<file path="config.mk">
export PLATFORM = sky130hd
export DESIGN_NAME = instr_encoder
export DESIGN_NICKNAME = d
export VERILOG_FILES = /design/src/rtl/instr_encoder.sv
export SDC_FILE = /design/constraint.sdc
export NUM_CORES = 1
export LEC_CHECK = 0
export ABC_AREA = 1
export BUFFER_PORTS_ARGS = -buffer_cell sky130_fd_sc_hd__buf_2
export CORE_MARGIN = 2
export CORE_UTILIZATION = 40
export CTS_CLUSTER_DIAMETER = 150
export DETAILED_ROUTE_END_ITERATION = 10
export REMOVE_ABC_BUFFERS = 1
export SETUP_SLACK_MARGIN = 0.15
export SLEW_MARGIN = 0
export SYNTH_ARGS = -nofsm -noshare
export SYNTH_HDL_FRONTEND = slang
export SYNTH_SLANG_ARGS = --single-unit
</file>
<file path="constraint.sdc">
create_clock -name clk -period 5.85 [get_ports clk]
set_input_delay 0.2925 -clock clk [delete_from_list [all_inputs] [get_ports clk]]
set_output_delay 0.2925 -clock clk [all_outputs]
set_load 0.02 [all_outputs]
</file>
<file path="src/rtl/instr_encoder.sv">
// MIPS-32 instruction assembler: encodes mnemonic + fields into a word, queues it
// in a small FIFO and streams the queue into instruction memory at consecutive addresses.
module instr_encoder #(
   parameter int              DEPTH     = 4,
   parameter int              AW        = 32,
   parameter logic [AW-1:0]   BASE_ADDR = 32'h0000_3000
) (
   input  logic          clk,
   input  logic          rst,
   input  logic          clear,
   input  logic          in_valid,
   output logic          in_ready,
   input  logic [4:0]    op_sel,
   input  logic [4:0]    rs,
   input  logic [4:0]    rt,
   input  logic [4:0]    rd,
   input  logic [4:0]    shamt,
   input  logic [25:0]   imm26,
   output logic          err_illegal,
   output logic          err_sticky,
   output logic          im_we,
   input  logic          im_ready,
   output logic [AW-1:0] im_addr,
   output logic [31:0]   im_wdata,
   output logic [15:0]   word_cnt
);

   localparam int PW = $clog2(DEPTH);

   logic [31:0]   mem [DEPTH];
   logic [PW:0]   wptr_reg, rptr_reg;
   logic [PW:0]   count;
   logic [PW-1:0] next_idx;
   logic [31:0]   head_reg;
   logic [AW-1:0] addr_reg;
   logic [15:0]   cnt_reg;
   logic          err_illegal_reg, err_sticky_reg;
   logic          full, empty, push, pop, illegal_acc;
   logic          legal;
   logic [31:0]   word;

   always_comb begin
      word  = 32'h0;
      legal = 1'b1;
      case (op_sel)
         5'd0:  word = {6'h00, rs, rt, rd, 5'd0, 6'h21};
         5'd1:  word = {6'h00, rs, rt, rd, 5'd0, 6'h20};
         5'd2:  word = {6'h00, rs, rt, rd, 5'd0, 6'h23};
         5'd3:  word = {6'h00, rs, rt, rd, 5'd0, 6'h22};
         5'd4:  word = {6'h00, rs, rt, rd, 5'd0, 6'h2A};
         5'd5:  word = {6'h00, 5'd0, rt, rd, shamt, 6'h00};
         5'd6:  word = {6'h00, 5'd0, rt, rd, shamt, 6'h02};
         5'd7:  word = {6'h00, 5'd0, rt, rd, shamt, 6'h03};
         5'd8:  word = {6'h00, rs, rt, rd, 5'd0, 6'h24};
         5'd9:  word = {6'h0D, rs, rt, imm26[15:0]};
         5'd10: word = {6'h2B, rs, rt, imm26[15:0]};
         5'd11: word = {6'h23, rs, rt, imm26[15:0]};
         5'd12: word = {6'h04, rs, rt, imm26[15:0]};
         5'd13: word = {6'h05, rs, rt, imm26[15:0]};
         5'd14: word = {6'h0F, 5'd0, rt, imm26[15:0]};
         5'd15: word = {6'h0A, rs, rt, imm26[15:0]};
         5'd16: word = {6'h02, imm26};
         default: legal = 1'b0;
      endcase
   end

   assign count       = wptr_reg - rptr_reg;
   assign empty       = (wptr_reg == rptr_reg);
   assign full        = (wptr_reg[PW] != rptr_reg[PW]) && (wptr_reg[PW-1:0] == rptr_reg[PW-1:0]);
   assign push        = in_valid && !full && legal;
   assign illegal_acc = in_valid && !full && !legal;
   assign pop         = !empty && im_ready;
   assign next_idx    = rptr_reg[PW-1:0] + PW'(1);

   always_ff @(posedge clk) begin
      if (push)
         mem[wptr_reg[PW-1:0]] <= word;
   end

   // head_reg mirrors the FIFO head so the word holds steady when the queue empties
   always_ff @(posedge clk or posedge rst) begin
      if (rst) begin
         wptr_reg        <= '0;
         rptr_reg        <= '0;
         head_reg        <= 32'h0;
         addr_reg        <= BASE_ADDR;
         cnt_reg         <= 16'h0;
         err_illegal_reg <= 1'b0;
         err_sticky_reg  <= 1'b0;
      end else if (clear) begin
         wptr_reg        <= '0;
         rptr_reg        <= '0;
         addr_reg        <= BASE_ADDR;
         cnt_reg         <= 16'h0;
         err_illegal_reg <= 1'b0;
         err_sticky_reg  <= 1'b0;
      end else begin
         err_illegal_reg <= illegal_acc;
         if (illegal_acc)
            err_sticky_reg <= 1'b1;
         if (push)
            wptr_reg <= wptr_reg + (PW+1)'(1);
         if (pop) begin
            rptr_reg <= rptr_reg + (PW+1)'(1);
            addr_reg <= addr_reg + AW'(4);
            if (cnt_reg != 16'hFFFF)
               cnt_reg <= cnt_reg + 16'd1;
            if (count > (PW+1)'(1))
               head_reg <= mem[next_idx];
            else if (push)
               head_reg <= word;
         end else if (empty && push) begin
            head_reg <= word;
         end
      end
   end

   assign in_ready    = !full;
   assign im_we       = !empty;
   assign im_addr     = addr_reg;
   assign im_wdata    = head_reg;
   assign word_cnt    = cnt_reg;
   assign err_illegal = err_illegal_reg;
   assign err_sticky  = err_sticky_reg;

endmodule

</file>
==> impl_metrics.env <==
export IMPL_status="completed"
export IMPL_finalSetupViolCount=0
export IMPL_crit_path_start_kind="flop"
export IMPL_vias_per_cell=5.06
export IMPL_worst_pin_slew_ns=1.16
export IMPL_io_pins=140
export IMPL_io_buffers=136
export IMPL_timing_hold_ws_ns=0.102
export IMPL_dr_pass1_iters=6
export IMPL_die_y_um=165
export IMPL_synth_top_cell_by_area="edfxtp_1"
export IMPL_seq_area_mm2=0.00585
export IMPL_fin_crit_sh_pct=57.3
export IMPL_min_from="rs[2]"
export IMPL_synthCells=1187
export IMPL_hold_viol_final=0
export IMPL_cts_tree="done"
export IMPL_fin_nets=1376
export IMPL_vias=8426
export IMPL_rr_startpoint="rptr_reg[0]"
export IMPL_ys_seq_area_share_pct=56.2
export IMPL_antenna_found_initial=1
export IMPL_multiInputGateArea_mm2=0.00391
export IMPL_crit_path_end_kind="flop"
export IMPL_drive_gt1_share_pct=17.8
export IMPL_yosysWarnings=0
export IMPL_rsz0062_at_grt="no"
export IMPL_cts_resized=0
export IMPL_cp_max_fo=65
export IMPL_cts_buffers=25
export IMPL_globalRouteTotalUtil_pct=18.9
export IMPL_coreArea_mm2=0.0258
export IMPL_setup_tns_final_ns=0
export IMPL_start_util_pct=40.3
export IMPL_grtUsageMet2_pct=31.2
export IMPL_gp_congestion=0.867
export IMPL_power_density_mw_per_mm2=345
export IMPL_wl_per_cell_um=15.6
export IMPL_fillers=2477
export IMPL_crit_arrival_ns=3.55
export IMPL_ant_nets=0
export IMPL_period_minus_slack_ns=3.35
export IMPL_worstHoldPathCells=5
export IMPL_clk_pin_slew_ns=0.06
export IMPL_placedCellCount=1617
export IMPL_synth_area_mm2=0.0104
export IMPL_drt_wl_total_um=26000
export IMPL_instances_no_fill=1664
export IMPL_yosysTopAreaCellShare_pct=35.8
export IMPL_die_area_mm2=0.0273
export IMPL_crit_start="rptr_reg[0]"
export IMPL_drv_cap=0
export IMPL_cts_root_buf="clkbuf_16"
export IMPL_power_leakage_nw=5.57
export IMPL_relSlewSlack_pct=22.9
export IMPL_max_freq_ghz=0.298
export IMPL_required_ns=6.05
export IMPL_grt_pass1_vias=7934
export IMPL_clockBufferDepth=3
export IMPL_clock_sinks=209
export IMPL_dp_final_hpwl_um=16300
export IMPL_netlist_cell_type_count=40
export IMPL_synthTopCellsByArea="edfxtp_1 (36%), dfrtp_1 (20%), nand2_1 (11%)"
export IMPL_ir_drop_mv=0.254
export IMPL_grt_start_max_net_pins=66
export IMPL_clkLatencyLatePin_ns=0.52
export IMPL_slew_viol_final=0
export IMPL_hp_class="in -> reg"
export IMPL_met1_usage_pct=26.2
export IMPL_htree_levels=1
export IMPL_syn2layout_area_growth_pct=16.1
export IMPL_fin_skew_ns=0.0143
export IMPL_synth_seq_cells=209
export IMPL_p_total_mw=4.16
export IMPL_busiest_layer="met2"
export IMPL_syn_avg_cell_area_um2=8.77
export IMPL_die_w_um=165
export IMPL_grt_util_met3_pct=2.90
export IMPL_drcViolationCount=0
export IMPL_reg2regPathDepth=7
export IMPL_largest_reg_flops=124
export IMPL_num_rows=59
export IMPL_grt_pass1_wl_um=40800
export IMPL_crit_type="reg -> reg"
export IMPL_grt_overflow_total=0
export IMPL_drtIter0Drc=664
==> metal layers <==
| metal | wire, µm | vias to the layer above |
|---|---|---|
| met5 | 13 | - |
| met4 | 538 | 2 |
| met3 | 1740 | 44 |
| met2 | 11800 | 264 |
| met1 | 11900 | 3923 |
| li1 | - | 4193 |
==> area by class of cell <==
type / count / share of cell area [%]
antenna: 1 / 0.0207
timing repair buffer: 142 / 6.03
sequential: 209 / 48.4
inverter: 99 / 3.14
clock buffer: 31 / 5.53
clock inverter: 14 / 1.03
multi-input combinational: 833 / 32.3
tap: 335 / 3.47
==> metrics by stage <==
step           instance area, µm²  setup slack [ns]  util (%)
3_5_place_dp                11300              2.40      43.7
2_1_floorplan               10100              2.08         -
6_report                    12100              2.50      46.8
3_3_place_gp                11300              2.49      43.7
5_1_grt                     12100              2.26      46.8
4_1_cts                     12100              2.39      46.8
==> cells by family (layout without fill, tap and decap cells) <==
kind of cell	after synthesis	count (layout)	share of synthesized area [%]
compound gates	153	153	8.21
xor+xnor	8	8	0.673
fa+ha+maj	10	10	1.27
buf+inv	147	286	6.43
flops	209	209	56.2
other cells	1	4	0.0360
simple gates	659	659	27.1
==> repair_timing <==
action,4_1_cts,5_1_grt
hold endpoints to repair,30,0
hold buffers,1,0
setup buffers,0,0
==> power breakdown <==
part	internal, mW	switching (mW)
registers	1.71	0.108
clock network	0.896	0.599
logic	0.261	0.592
==> final timing paths <==
path / end / slack, ns
setup / recovery: mem[1][14] / 2.50
hold / removal: im_wdata[23] / 0.10
setup reg to reg: mem[1][14] / 2.50
hold reg to reg: im_wdata[17] / 0.47
max in group asynchronous: im_addr[7] / 4.38
min in group asynchronous: im_wdata[24] / 0.37
==> cell usage in the layout (no fill, tap or decap), types with 12 or more instances in the layout <==
cell,n
nand2_1,305
nor2_1,193
buf_2,136
edfxtp_1,124
inv_1,90
o21ai_0,90
dfrtp_1,82
nand3_1,79
o22ai_1,30
clkbuf_16,25
nand4_1,23
nand2_2,18
nor3_1,16
a21oi_1,12
==> cell usage after synthesis, drive strengths merged <==
library cell	instances
a211oi	1
a21o	1
a21oi	12
and3	2
buf	27
clkbuf	21
conb	1
dfrtp	83
dfstp	2
edfxtp	124
fa	1
ha	9
inv	99
nand2	326
nand3	81
nand4	25
nor2	205
nor3	17
nor3b	3
o211ai	1
o21a	7
o21ai	101
o22ai	30
xnor2	1
xor2	7
==> critical path: stages (launching register included) <==
cell and delay [ns]:
dfrtp_2 1.13, ha_1 0.39, nand2_1 0.06, inv_1 0.07, nand2_2 0.12, nand3_4 0.15, nor2_2 0.71, buf_4 0.40
No activity file was read; power rests on OpenSTA's default activity.
